==> src/rtl/constraint_sample_generator.sv <==
// Rejection sampler feeding a combinational constraint checker.
// Emits accepted candidate assignments over a valid/ready stream.
//
// Ports:
//   clk, rst_n           clock, async active-low reset
//   start, req_count     request pulse and number of solutions
//   abort                synchronous return to IDLE
//   cand, cand_valid     candidate driven into the checker
//   chk_sat              checker satisfaction bit
//   sol_data, sol_valid  accepted solution stream
//   sol_ready            consumer handshake
//   busy, done, fail     status; done/fail are one-cycle pulses
//   total_tries          saturating count of evaluated candidates
module constraint_sample_generator #(
    parameter int          VAR_W     = 256,
    parameter logic [63:0] SEED      = 64'h1,
    parameter int          CHECK_LAT = 1,
    parameter int          MAX_TRIES = 1024
) (
    input  logic             clk,
    input  logic             rst_n,
    input  logic             start,
    input  logic [15:0]      req_count,
    input  logic             abort,
    output logic [VAR_W-1:0] cand,
    output logic             cand_valid,
    input  logic             chk_sat,
    output logic [VAR_W-1:0] sol_data,
    output logic             sol_valid,
    input  logic             sol_ready,
    output logic             busy,
    output logic             done,
    output logic             fail,
    output logic [31:0]      total_tries
);

    localparam int NCH   = (VAR_W + 63) / 64;
    localparam int CH_W  = (NCH > 1) ? $clog2(NCH) : 1;
    localparam int TRY_W = $clog2(MAX_TRIES + 1);

    localparam logic [63:0]      SEED_EFF = (SEED == 64'h0) ? 64'h1 : SEED;
    localparam logic [63:0]      TAPS     = 64'hD800000000000000;
    localparam logic [CH_W-1:0]  LAST_CH  = CH_W'(NCH - 1);
    localparam logic [3:0]       LAT_LAST = 4'(CHECK_LAT);
    localparam logic [TRY_W-1:0] TRY_LAST = TRY_W'(MAX_TRIES - 1);

    typedef enum logic [1:0] {
        IDLE,
        FILL,
        WAIT,
        OUT
    } state_t;

    state_t             state;
    logic [63:0]        lfsr;
    logic [64*NCH-1:0]  cand_full;
    logic [CH_W-1:0]    chunk;
    logic [3:0]         lat_cnt;
    logic [TRY_W-1:0]   try_cnt;
    logic [15:0]        remaining;

    function automatic logic [63:0] lfsr_next(input logic [63:0] s);
        return s[0] ? ((s >> 1) ^ TAPS) : (s >> 1);
    endfunction

    // Top chunk may be wider than VAR_W; the excess high bits are dropped.
    assign cand = cand_full[VAR_W-1:0];
    assign busy = (state != IDLE);

    // Datapath: the LFSR advances on every FILL cycle, including one
    // that is being aborted, so an abort never rewinds the sequence.
    always_ff @(posedge clk or negedge rst_n) begin
        if (!rst_n) begin
            lfsr      <= SEED_EFF;
            cand_full <= '0;
        end else if (state == FILL) begin
            cand_full[{chunk, 6'b0} +: 64] <= lfsr;
            lfsr                           <= lfsr_next(lfsr);
        end
    end

    always_ff @(posedge clk or negedge rst_n) begin
        if (!rst_n) begin
            state       <= IDLE;
            chunk       <= '0;
            lat_cnt     <= '0;
            try_cnt     <= '0;
            remaining   <= '0;
            cand_valid  <= 1'b0;
            sol_valid   <= 1'b0;
            sol_data    <= '0;
            done        <= 1'b0;
            fail        <= 1'b0;
            total_tries <= '0;
        end else begin
            done <= 1'b0;
            fail <= 1'b0;
            if (abort) begin
                state      <= IDLE;
                chunk      <= '0;
                lat_cnt    <= '0;
                try_cnt    <= '0;
                remaining  <= '0;
                cand_valid <= 1'b0;
                sol_valid  <= 1'b0;
            end else begin
                unique case (state)
                    IDLE: begin
                        if (start) begin
                            if (req_count == 16'd0) begin
                                done <= 1'b1;
                            end else begin
                                remaining <= req_count;
                                try_cnt   <= '0;
                                chunk     <= '0;
                                state     <= FILL;
                            end
                        end
                    end
                    FILL: begin
                        if (chunk == LAST_CH) begin
                            chunk      <= '0;
                            lat_cnt    <= '0;
                            cand_valid <= 1'b1;
                            state      <= WAIT;
                        end else begin
                            chunk <= chunk + 1'b1;
                        end
                    end
                    WAIT: begin
                        // chk_sat only matters on the final latency cycle.
                        if (lat_cnt == LAT_LAST) begin
                            cand_valid <= 1'b0;
                            lat_cnt    <= '0;
                            if (total_tries != 32'hFFFF_FFFF)
                                total_tries <= total_tries + 1'b1;
                            if (chk_sat) begin
                                sol_data  <= cand;
                                sol_valid <= 1'b1;
                                state     <= OUT;
                            end else if (try_cnt == TRY_LAST) begin
                                done      <= 1'b1;
                                fail      <= 1'b1;
                                try_cnt   <= '0;
                                remaining <= '0;
                                state     <= IDLE;
                            end else begin
                                try_cnt <= try_cnt + 1'b1;
                                state   <= FILL;
                            end
                        end else begin
                            lat_cnt <= lat_cnt + 1'b1;
                        end
                    end
                    OUT: begin
                        if (sol_ready) begin
                            sol_valid <= 1'b0;
                            try_cnt   <= '0;
                            remaining <= remaining - 16'd1;
                            if (remaining == 16'd1) begin
                                done  <= 1'b1;
                                state <= IDLE;
                            end else begin
                                state <= FILL;
                            end
                        end
                    end
                    default: state <= IDLE;
                endcase
            end
        end
    end

endmodule

==> config.mk <==
export PLATFORM = sky130hd
export DESIGN_NAME = constraint_sample_generator
export DESIGN_NICKNAME = d
export VERILOG_FILES = /design/src/rtl/constraint_sample_generator.sv
export SDC_FILE = /design/constraint.sdc
export NUM_CORES = 1
export LEC_CHECK = 0
export CAP_MARGIN = 20
export CORE_MARGIN = 1
export CORE_UTILIZATION = 45
export CTS_CLUSTER_DIAMETER = 40
export DETAILED_ROUTE_END_ITERATION = 8
export PLACE_DENSITY_LB_ADDON = 0.25
export SLEW_MARGIN = 20
export SYNTH_ARGS = -nofsm -noshare
export SYNTH_HDL_FRONTEND = slang
export SYNTH_SLANG_ARGS = --single-unit
==> constraint.sdc <==
create_clock -name clk -period 1.9 [get_ports clk]
set_input_delay 0.19 -clock clk [delete_from_list [all_inputs] [get_ports clk]]
set_output_delay 0.19 -clock clk [all_outputs]
set_load 0.01 [all_outputs]
# --- Yosys cells after proc, flatten, opt, wreduce, memory -nomap -nowiden ---
# Cells that the tools add are included.
word_totals:
  inputBits: 22
  word_cells: 112
  ff_bits: 647
op_classes:
  shift: 2
  add_sub_neg: 6
  n_mux: 57
  n_eq_ne: 16
  reduce_logical: 16
  bitwise: 2
ops:
  columns: ["op", "n"]
  rows:
  - ["$bwmux 256", 1]
  - ["$shift 64x10->256 const A", 1]
  - ["$shiftx 64x10->256", 1]
  - ["$mux 16", 7]
  - ["$mux 11", 7]
  - ["$mux 64", 1]
  - ["$pmux 16 s3", 1]
  - ["$pmux 11 s3", 1]
  - ["$add 32x1->32 const B", 1]
  - ["$ne 32x32->1 const B", 1]
  - ["$mux 2", 11]
  - ["$ne 3x3->1 const B", 7]
  - ["$mux 1", 19]
  - ["$eq 16x1->1 const B", 1]
  - ["$logic_not 16->1", 1]
  - ["$sub 16x1->16 const B", 1]
  - ["$mux 4", 3]
  - ["$reduce_and 4->1", 3]
  - ["$add 11x1->11 const B", 1]
  - ["$eq 11x10->1 const B", 1]
  - ["$neg 8->10", 1]
  - ["$reduce_bool 3->1", 3]
  - ["$pmux 2 s4", 1]
  - ["$pmux 4 s2", 1]
  - ["other kinds (19)", 23]

# --- Logic depth before layout (Yosys ltp) ---
# Gate-level depths: netlist (run 1).
depth:
  word_depth: 6
  ltp_mapped: 9
  ltp_nobuf: 7

# --- Worst setup path after synthesis (run 1) ---
# OpenSTA, ideal clock, no wires.
synth_path:
  kind: "register to register"
  start: "reg lat_cnt[1]"
  end: "reg total_tries[14]"
  path_buffers: 1
  required_ns: 1.774
  t_arrival_ns: 1.917
  stages_incl_launch_ff: 9
  synth_period_minus_slack_ns: 2.043
  setup_slack_ns: -0.143
  cell_sequence: "dfrtp_1 inv_1 ha_1 nor3b_1 nand2_1 a21oi_1 buf_2 nand4_1 xnor2_1"
synth_via:
  elab_chain_len: 2
synth_lines:
  columns: ["element", "line_no", "text"]
  rows:
  - ["start: declaration", "58", "logic [3:0] lat_cnt;"]
  - ["start signal: assignment", "152", "lat_cnt <= lat_cnt + 1'b1;"]
  - ["$eq 4x1->1", "132", "if (lat_cnt == LAT_LAST) begin"]
  - ["$reduce_and 4->1 (no line)", null, null]
  - ["end signal: assignment", "136", "total_tries <= total_tries + 1'b1;"]
  - ["end: declaration", "34", "output logic [31:0] total_tries"]
# No other way between the ends.
# A chain may end at the register's enable or synchronous reset.

# --- Worst setup path in the final report (run 1) ---
layout_path:
  start: "reg lat_cnt[1]"
  end: "reg sol_data[111]"
layout_via:
  elab_chain_len: 2
layout_lines:
  columns: ["element", "line_no", "text"]
  rows:
  - ["$eq 4x1->1", "132", null]
  - ["$reduce_and 4->1 (no line)", null, null]
  - ["end signal: assignment", "138", "sol_data <= cand;"]
  - ["end: declaration", "28", "output logic [VAR_W-1:0] sol_data,"]
# No other way between the ends.

==> results of run 1 <==
[metal layers]
layer	wire (um)	share of wire (%)	up-vias
met4	1840	2.4	0
li1	-	-	7777
met3	4690	6.0	132
met1	32000	41	9566
met5	0	0	-
met2	39500	51	691
[power by group]
part / leakage, uW / switching (uW) / internal, uW
Clock: 0.00139 / 6290 / 9920
Combinational: 0.00692 / 3620 / 3220
Sequential: 0.00893 / 1040 / 14600
Total: 0.0172 / 10900 / 27700
[area by class of cell]
type / count / area (um^2) / share of cell area, %
clock buffers: 97 / 2150 / 5.90
clock inverters: 52 / 739 / 2.03
inverters: 19 / 71.3 / 0.196
multi-input cells: 904 / 8410 / 23.1
flip-flops and latches: 647 / 16200 / 44.5
well taps: 696 / 871 / 2.39
repair buffers: 761 / 7960 / 21.9
[cell usage in the layout, fill, tap and decap left out, types with 7 or more instances in the layout]
cell type          n
a22o_1           257
and3_1            11
clkbuf_16         94
dfrtp_2            7
inv_1             19
mux2_2           299
a21oi_1           15
nand2_1           31
nand4_1           20
o21ai_0           25
buf_16             7
inv_6              9
xor2_1            11
buf_4            124
ha_1               9
mux2_1            18
buf_6             14
nor4_1            11
clkbuf_1          10
clkinvlp_4         9
buf_12            24
xnor2_1           24
dfrtp_1          639
o31ai_2            9
bufinv_16         12
clkinv_2           8
nand3_1           12
o31ai_1            8
clkdlybuf4s50_1  562
nor2_1            26
[registers in the layout (all words and copies together), names as in the netlist, 2 cells and up]
register / cells
state: 2
try_cnt: 11
total_tries: 32
sol_data: 256
chunk: 2
cand: 256
remaining: 16
lat_cnt: 4
lfsr: 64
[synthesized netlist by cell type, types with 12 or more instances]
cell / instances / share of area (%)
nor3_1: 13 / 0.26
buf_2: 60 / 1.2
nand4_1: 20 / 0.51
ha_1: 12 / 0.61
mux2_1: 19 / 0.86
inv_1: 19 / 0.29
a22o_1: 257 / 9.1
nand2_1: 37 / 0.56
nor2_1: 26 / 0.39
clkbuf_1: 41 / 0.62
a21oi_1: 17 / 0.34
dfrtp_1: 646 / 65
nand3_1: 12 / 0.24
nor4_1: 13 / 0.33
o31ai_1: 17 / 0.52
o21ai_0: 31 / 0.63
xnor2_1: 24 / 0.85
mux2_2: 299 / 14
[cell families (layout without fill, tap and decap cells)]
group	count (synthesis)	in the layout	share of synthesized area, %
flip-flops	647	647	65.4
buffers and inverters	129	929	2.32
AND/OR/NAND/NOR	175	175	4.05
XOR/XNOR	35	35	1.24
adder cells (fa/ha/maj)	12	12	0.606
AO/OA/AOI/OAI	364	364	11.9
multiplexers	318	318	14.5
[critical path, stage by stage, from the launching register on]
cell	delay (ps)
dfrtp_1	380
inv_1	60
ha_1	150
or3b_4	430
nor2_4	160
nand2_8	110
buf_16	180
buf_12	130
buf_16	150
mux2_2	270
[timing repair]
item | CTS | global route
endpoints found under the setup margin | 488 | 588
endpoints found under the hold margin | 647 | 0
hold buffers | 1 | 0
resized for setup | 28 | 77
pin swaps | 2 | 15
cloned | 4 | 20
setup buffers | 5 | 18
[stage by stage]
stage               cell area (um^2)  util, %
floorplan                      24900        -
global placement               32300     59.7
detailed placement             32300     59.7
CTS                            35500     65.6
global route                   36400     67.3
finish                         36400     67.3
[final timing paths]
| kind | startpoint | endpoint | slack, ps | cells after the start |
|---|---|---|---|---|
| max in group asynchronous | rst_n | total_tries[7] | 1010 | 3 |
| min reg2reg | sol_data[25] | sol_data[25] | 490 | 1 |
| max reg2reg | lat_cnt[1] | sol_data[111] | -240 | 9 |
| max | lat_cnt[1] | sol_data[111] | -240 | 9 |
| min | rst_n | sol_data[137] | 80 | 2 |
| min in group clk | req_count[1] | remaining[1] | 380 | 4 |
==> flow_metrics.tcl, run 1 <==
set metrics [dict create \
    finalPower_uw 38700 \
    io_buffers 570 \
    hold_ws_ps 78.4 \
    place.gp.congestion 0.875 \
    drtIter0Drc 1224 \
    nFillCells 3748 \
    synth_seq_area_share_pct 65.4 \
    peakVddDrop_mv 0.746 \
    rows 85 \
    grt_max_degree 80 \
    fin_nets 2448 \
    hold_viol_final 0 \
    ys.flop_type "dfrtp_1" \
    synth.distinct_cells 60 \
    setup_viol 290 \
    clk_path_buf_depth 3 \
    finalCritPeriodShare_pct 113 \
    async_flop_share_pct 100 \
    die_area_um2 56000 \
    grtUsageMet1_pct 35.0 \
    grtUsageMet3_pct 5.25 \
    hp-class "input port to asynchronous set/reset pin" \
    skew_ps 17.0 \
    violations "setup timing" \
    hpwl_mm 50.3 \
    die_h_um 237 \
    p_leak_uw 0.0172 \
    num_vias 18200 \
    grt_usage_pct 26.6 \
    pre_cts_slack_ps -322 \
    first_pass_iters 5 \
    worstSetupPathType "register to register" \
    antennaDiodeCount 0 \
    wire_per_inst_um 24.6 \
    grt_pass1_wl_mm 115 \
    instances_no_fill 3176 \
    min_period_ps 2140 \
    rsz0062_at_grt "yes" \
    tritoncts "built" \
    cts_root_buf "clkbuf_16" \
    initial_core_util_pct 45.8 \
    grt_pass1_vias 18500 \
    grt_busiest_layer "met2" \
    syn_to_final_growth_pct 47.0 \
    synth.avg_cell_area_um2 14.7 \
    relSlewSlack_pct 56.9 \
    synth_nets 1714 \
    wl_mm 78.1 \
    netlist_instances 1680 \
    die_w_um 237 \
    setup_tns_ps -48220 \
    slew_viol_final 0 \
    status "complete, but fails checks" \
    final_antenna_net_count 0 \
    synth_edf_count 0 \
    via_per_inst 5.72 \
    max_slew.worst_pin.slew_ps 646 \
    place_inst 2979 \
    cp_max_fo 11 \
    mappedNetlistArea_um2 24800 \
    crit_path_start_kind "register" \
    fin_ws_ps -244 \
    cts_sinks 647 \
    required_ps 2400 \
    critPathArrivalTime_ps 2640 \
    boundaryPins 571 \
    overflow 0 \
    met2_usage_pct 44.6 \
    antenna_found_initial 0 \
    ys_ff_latch 647 \
    fmax_ghz 0.466 \
    clk_pin_slew_ps 60 \
    insertion_delay_ps 620 \
    p_per_area_nw_per_um2 1060 \
    drive_gt1_share_pct 28.2 \
    drcViolationCount 0 \
    numCtsBuffers 81 \
    yosys_warnings 0 \
    fp.coreArea_um2 54100 \
    cap_violations 0 \
    cp-end-kind "register" \
    htreeDepth 3 \
]
Note: power is estimated with default switching activity, not from simulation.
==> run 2, diff against run 1 <==
--- a/config.mk
+++ b/config.mk
@@ -12,2 +12,3 @@
 export DETAILED_ROUTE_END_ITERATION = 8
+export HOLD_SLACK_MARGIN = 0.15
 export PLACE_DENSITY_LB_ADDON = 0.25
--- a/constraint.sdc
+++ b/constraint.sdc
@@ -3,2 +3,2 @@
 set_output_delay 0.19 -clock clk [all_outputs]
-set_load 0.01 [all_outputs]
+set_load 0.005 [all_outputs]
==> flow_metrics.tcl, run 2 (synthesis gave the netlist of run 1 again) <==
set metrics [dict create \
    status "complete, but fails checks" \
    violations "setup timing" \
    antenna_found_initial 0 \
    cp-end-kind "register" \
    die_h_um 237 \
    tritoncts "built" \
    clk_path_buf_depth 3 \
    final_antenna_net_count 0 \
    mostFrequentLayoutCells "dfrtp_1 (646), clkdlybuf4s50_1 (566), mux2_2 (299)" \
    drcViolationCount 0 \
    numCtsBuffers 91 \
    first_pass_iters 5 \
    skew_ps 15.8 \
    cts_sinks 647 \
    drive_gt1_share_pct 30.8 \
    fin_nets 2500 \
    critPathArrivalTime_ps 2790 \
    clk_pin_slew_ps 60 \
    grt_pass1_vias 18600 \
    final_common_cell "dfrtp_1" \
    hp-class "input port to register" \
    htreeDepth 3 \
    cts_root_buf "clkbuf_16" \
    antennaDiodeCount 0 \
    grt_max_degree 65 \
    via_per_inst 5.78 \
    fp.coreArea_um2 54100 \
    place_inst 2989 \
    instances_no_fill 3240 \
    wl_mm 82.7 \
    boundaryPins 571 \
    relSlewSlack_pct 59.1 \
    slew_viol_final 0 \
    wire_per_inst_um 25.5 \
    required_ps 2400 \
    p_leak_uw 0.0177 \
    cp_max_fo 10 \
    initial_core_util_pct 45.8 \
    finalCritPeriodShare_pct 120 \
    grt_pass1_wl_mm 115 \
    peakVddDrop_mv 0.680 \
    setup_tns_ps -81180 \
    die_area_um2 56000 \
    hold_ws_ps 363 \
    setup_viol 367 \
    max_slew.worst_pin.slew_ps 613 \
    crit_path_start_kind "register" \
    place.gp.congestion 0.854 \
    num_vias 18700 \
    rows 85 \
    p_per_area_nw_per_um2 1060 \
    cap_violations 0 \
    drtIter0Drc 1226 \
    hpwl_mm 50.5 \
    pre_cts_slack_ps -370 \
    hold_viol_final 0 \
    min_period_ps 2280 \
    io_buffers 570 \
    overflow 0 \
    grt_usage_pct 26.6 \
    fmax_ghz 0.438 \
    die_w_um 237 \
    rsz0062_at_grt "yes" \
    fin_ws_ps -383 \
    syn_to_final_growth_pct 52.3 \
    insertion_delay_ps 630 \
    worstSetupPathType "register to register" \
]
[run 2: cell types whose count changed in the layout (fill, tap and decap cells not counted), moves of 10 or more]
cell       before  now
mux2_4          1   11
buf_12         24   43
mux2_1         18    8
buf_6          14   30
buf_4         124  110
clkbuf_16      94  123
[run 2: what timing repair did]
item,CTS,global route
hold buffers,2,0
cloned,2,55
endpoints found under the setup margin,475,555
setup buffers,7,17
pin swaps,4,18
resized for setup,31,144
endpoints found under the hold margin,625,0
[run 2: report_power, final]
group / leakage [uW] / internal [uW] / total, uW / switching [uW]
Combinational: 0.00722 / 3640 / 7530 / 3890
Clock: 0.00151 / 10200 / 17000 / 6780
Sequential: 0.00894 / 14600 / 15600 / 1050
[run 2: path summary, 6_finish.rpt]
| kind | from | end | slack, ps | cells after the start |
|---|---|---|---|---|
| worst min register to register | sol_data[23] | sol_data[23] | 490 | 1 |
| worst max-delay path | lat_cnt[1] | sol_data[235] | -380 | 9 |
| min in group asynchronous | rst_n | cand[26] | 390 | 3 |
| max in group asynchronous | rst_n | sol_data[74] | 1080 | 4 |
| worst max register to register | lat_cnt[1] | sol_data[235] | -380 | 9 |
| worst min-delay path | sol_ready | done | 360 | 4 |
[run 2: cell type report]
| class | count | area, um^2 |
|---|---|---|
| fill | 3496 | 16400 |
| sequential | 647 | 16200 |
| timing repair buffer | 796 | 8740 |
| multi-input combinational | 911 | 8730 |
| clock buffer | 107 | 2490 |
| tap | 696 | 871 |
| clock inverter | 64 | 632 |
| inverter | 19 | 71.3 |
[run 2: critical path, cell delays in order (launching register included)]
cell	delay, ps
dfrtp_1	390
inv_1	60
ha_1	150
or3b_4	430
nor2_4	180
buf_12	170
buf_12	150
nand2_8	140
buf_12	210
mux2_2	280
[run 2: stage by stage]
step	util (%)	power [uW]	instance area (um^2)
global placement	60.0	21600	32500
CTS	66.2	39100	35800
finish	69.7	40100	37700
detailed placement	60.0	21800	32500
global route	69.7	41500	37700
floorplan	-	18500	24900
[run 2: routing by layer]
metal / routed length, um / up-vias / global-route usage, %
li1: - / 7894 / -
met1: 33500 / 9872 / 34.7
met2: 41500 / 801 / 44.5
met3: 5620 / 160 / 6.17
met4: 2070 / 0 / 7.73
met5: 0 / - / 0
==> run 3, diff against run 2 <==
Settings changed: CORE_UTILIZATION 45 to 50.
Clock period 1.9 ns to 2.3 ns, I/O delays scaled along.
==> flow_metrics.tcl, run 3 (synthesis gave the netlist of run 1 again) <==
set metrics [dict create \
    grt_max_degree 103 \
    final_antenna_net_count 0 \
    skew_ps 28.1 \
    rows 81 \
    cts_sinks 647 \
    drive_gt1_share_pct 23.5 \
    path_cells "inv_1, ha_2, or3b_4, buf_4, nor2_4, nand2_4, buf_12, buf_16, mux2_1" \
    wire_per_inst_um 24.3 \
    crit_family "simple AND/OR/NAND/NOR gates" \
    cp-end-kind "register" \
    wl_mm 73.6 \
    crit_buf_inv 4 \
    critPathArrivalTime_ps 2740 \
    initial_core_util_pct 50.6 \
    first_pass_iters 5 \
    grt_pass1_wl_mm 113 \
    via_per_inst 5.85 \
    die_h_um 225 \
    hp-class "input port to asynchronous set/reset pin" \
    overflow 0 \
    fmax_ghz 0.444 \
    tritoncts "built" \
    boundaryPins 571 \
    fin_ws_ps 47.0 \
    grt_pass1_vias 18200 \
    hpwl_mm 50.2 \
    worstSetupPathType "register to register" \
    max_stage_delay_ps 400 \
    place.gp.congestion 0.911 \
    pre_cts_slack_ps -44.1 \
    clk_pin_slew_ps 60 \
    cts_root_buf "clkbuf_16" \
    slew_viol_final 0 \
    grt_usage_pct 29.3 \
    final_util_pct 70.7 \
    p_leak_uw 0.0162 \
    fp.coreArea_um2 49000 \
    setup_viol 0 \
    max_slew.worst_pin.slew_ps 890 \
    antennaDiodeCount 0 \
    syn_to_final_growth_pct 39.8 \
    hold_viol_final 0 \
    antenna_found_initial 0 \
    rsz0062_at_grt "yes" \
    io_buffers 570 \
    num_vias 17700 \
    peakVddDrop_mv 0.889 \
    drcViolationCount 0 \
    final_common_cell "dfrtp_1" \
    numCtsBuffers 78 \
    finalPower_uw 29700 \
    slowest_stage "or3b_4" \
    status "finished clean" \
    die_area_um2 50400 \
    p_per_area_nw_per_um2 858 \
    relSlewSlack_pct 40.7 \
    drtIter0Drc 1190 \
    min_period_ps 2250 \
    die_w_um 225 \
    cap_violations 0 \
    setup_tns_ps 0 \
    cp_max_fo 51 \
    finalCritPeriodShare_pct 98.0 \
    clk_path_buf_depth 3 \
    insertion_delay_ps 620 \
    htreeDepth 3 \
    required_ps 2780 \
    mostFrequentLayoutCells "dfrtp_1 (646), clkdlybuf4s50_1 (569), mux2_2 (299)" \
    crit_path_start_kind "register" \
    fin_nets 2339 \
]
[run 3: cell count changes in the layout (fill, tap and decap cells not counted), sizes merged, moves of 4 or more]
cell	previous run	this run
clkbuf	137	97
clkinvlp	12	8
nand2	44	37
clkinv	25	17
inv	42	32
buf	197	84
[run 3: metal layers]
layer	wire [um]	GRT usage, %	vias up	part of all wire [%]
li1	-	-	7523	-
met1	29600	38.1	9287	40
met2	36900	48.7	770	50
met3	4890	5.93	138	6.6
met4	2240	10.5	0	3.0
met5	0	0	-	0
[run 3: final timing paths]
kind	from	end	slack (ps)	cells after the start
setup reg to reg	lat_cnt[1]	sol_data[32]	50	9
setup / recovery	lat_cnt[1]	sol_data[32]	50	9
min in group clk	req_count[12]	remaining[12]	330	3
hold / removal	rst_n	sol_data[73]	290	3
max in group asynchronous	rst_n	cand[33]	1500	4
hold reg to reg	sol_data[23]	sol_data[23]	490	1
[run 3: final cells by class]
class | instances | area (um^2)
well taps | 664 | 831
inverters | 19 | 71.3
multi-input cells | 904 | 8180
flip-flops and latches | 647 | 16200
fillers | 3202 | 14300
clock buffers | 96 | 2140
clock inverters | 44 | 489
repair buffers | 655 | 6710
[run 3: tightest hold or removal path, stage by stage]
cell           delay (ps)
dlygate4sd3_1         580
buf_8                 200
buf_12                250
[run 3: repair_timing]
action / CTS / global route
pin swaps: 2 / 6
hold buffers: 2 / 0
setup endpoints to repair: 4 / 246
cloned: 0 / 2
hold endpoints to repair: 345 / 0
gates resized for setup: 8 / 19
setup buffers: 4 / 2
[run 3: report_power, final]
| part | leakage (uW) | switching (uW) | internal, uW |
|---|---|---|---|
| clock | 0.00127 | 4920 | 7400 |
| combinational | 0.00602 | 2470 | 1950 |
| sequential | 0.00894 | 913 | 12000 |
[run 3: metrics by stage]
stage | std cells | hold slack (ps) | instance area [um^2]
after floorplan | 1680 | -65.6 | 24800
after global placement | 2879 | 166 | 31700
after detailed placement | 2879 | 165 | 31700
after CTS | 3025 | 262 | 34500
after global routing | 3029 | 304 | 34600
final | 3029 | 292 | 34600
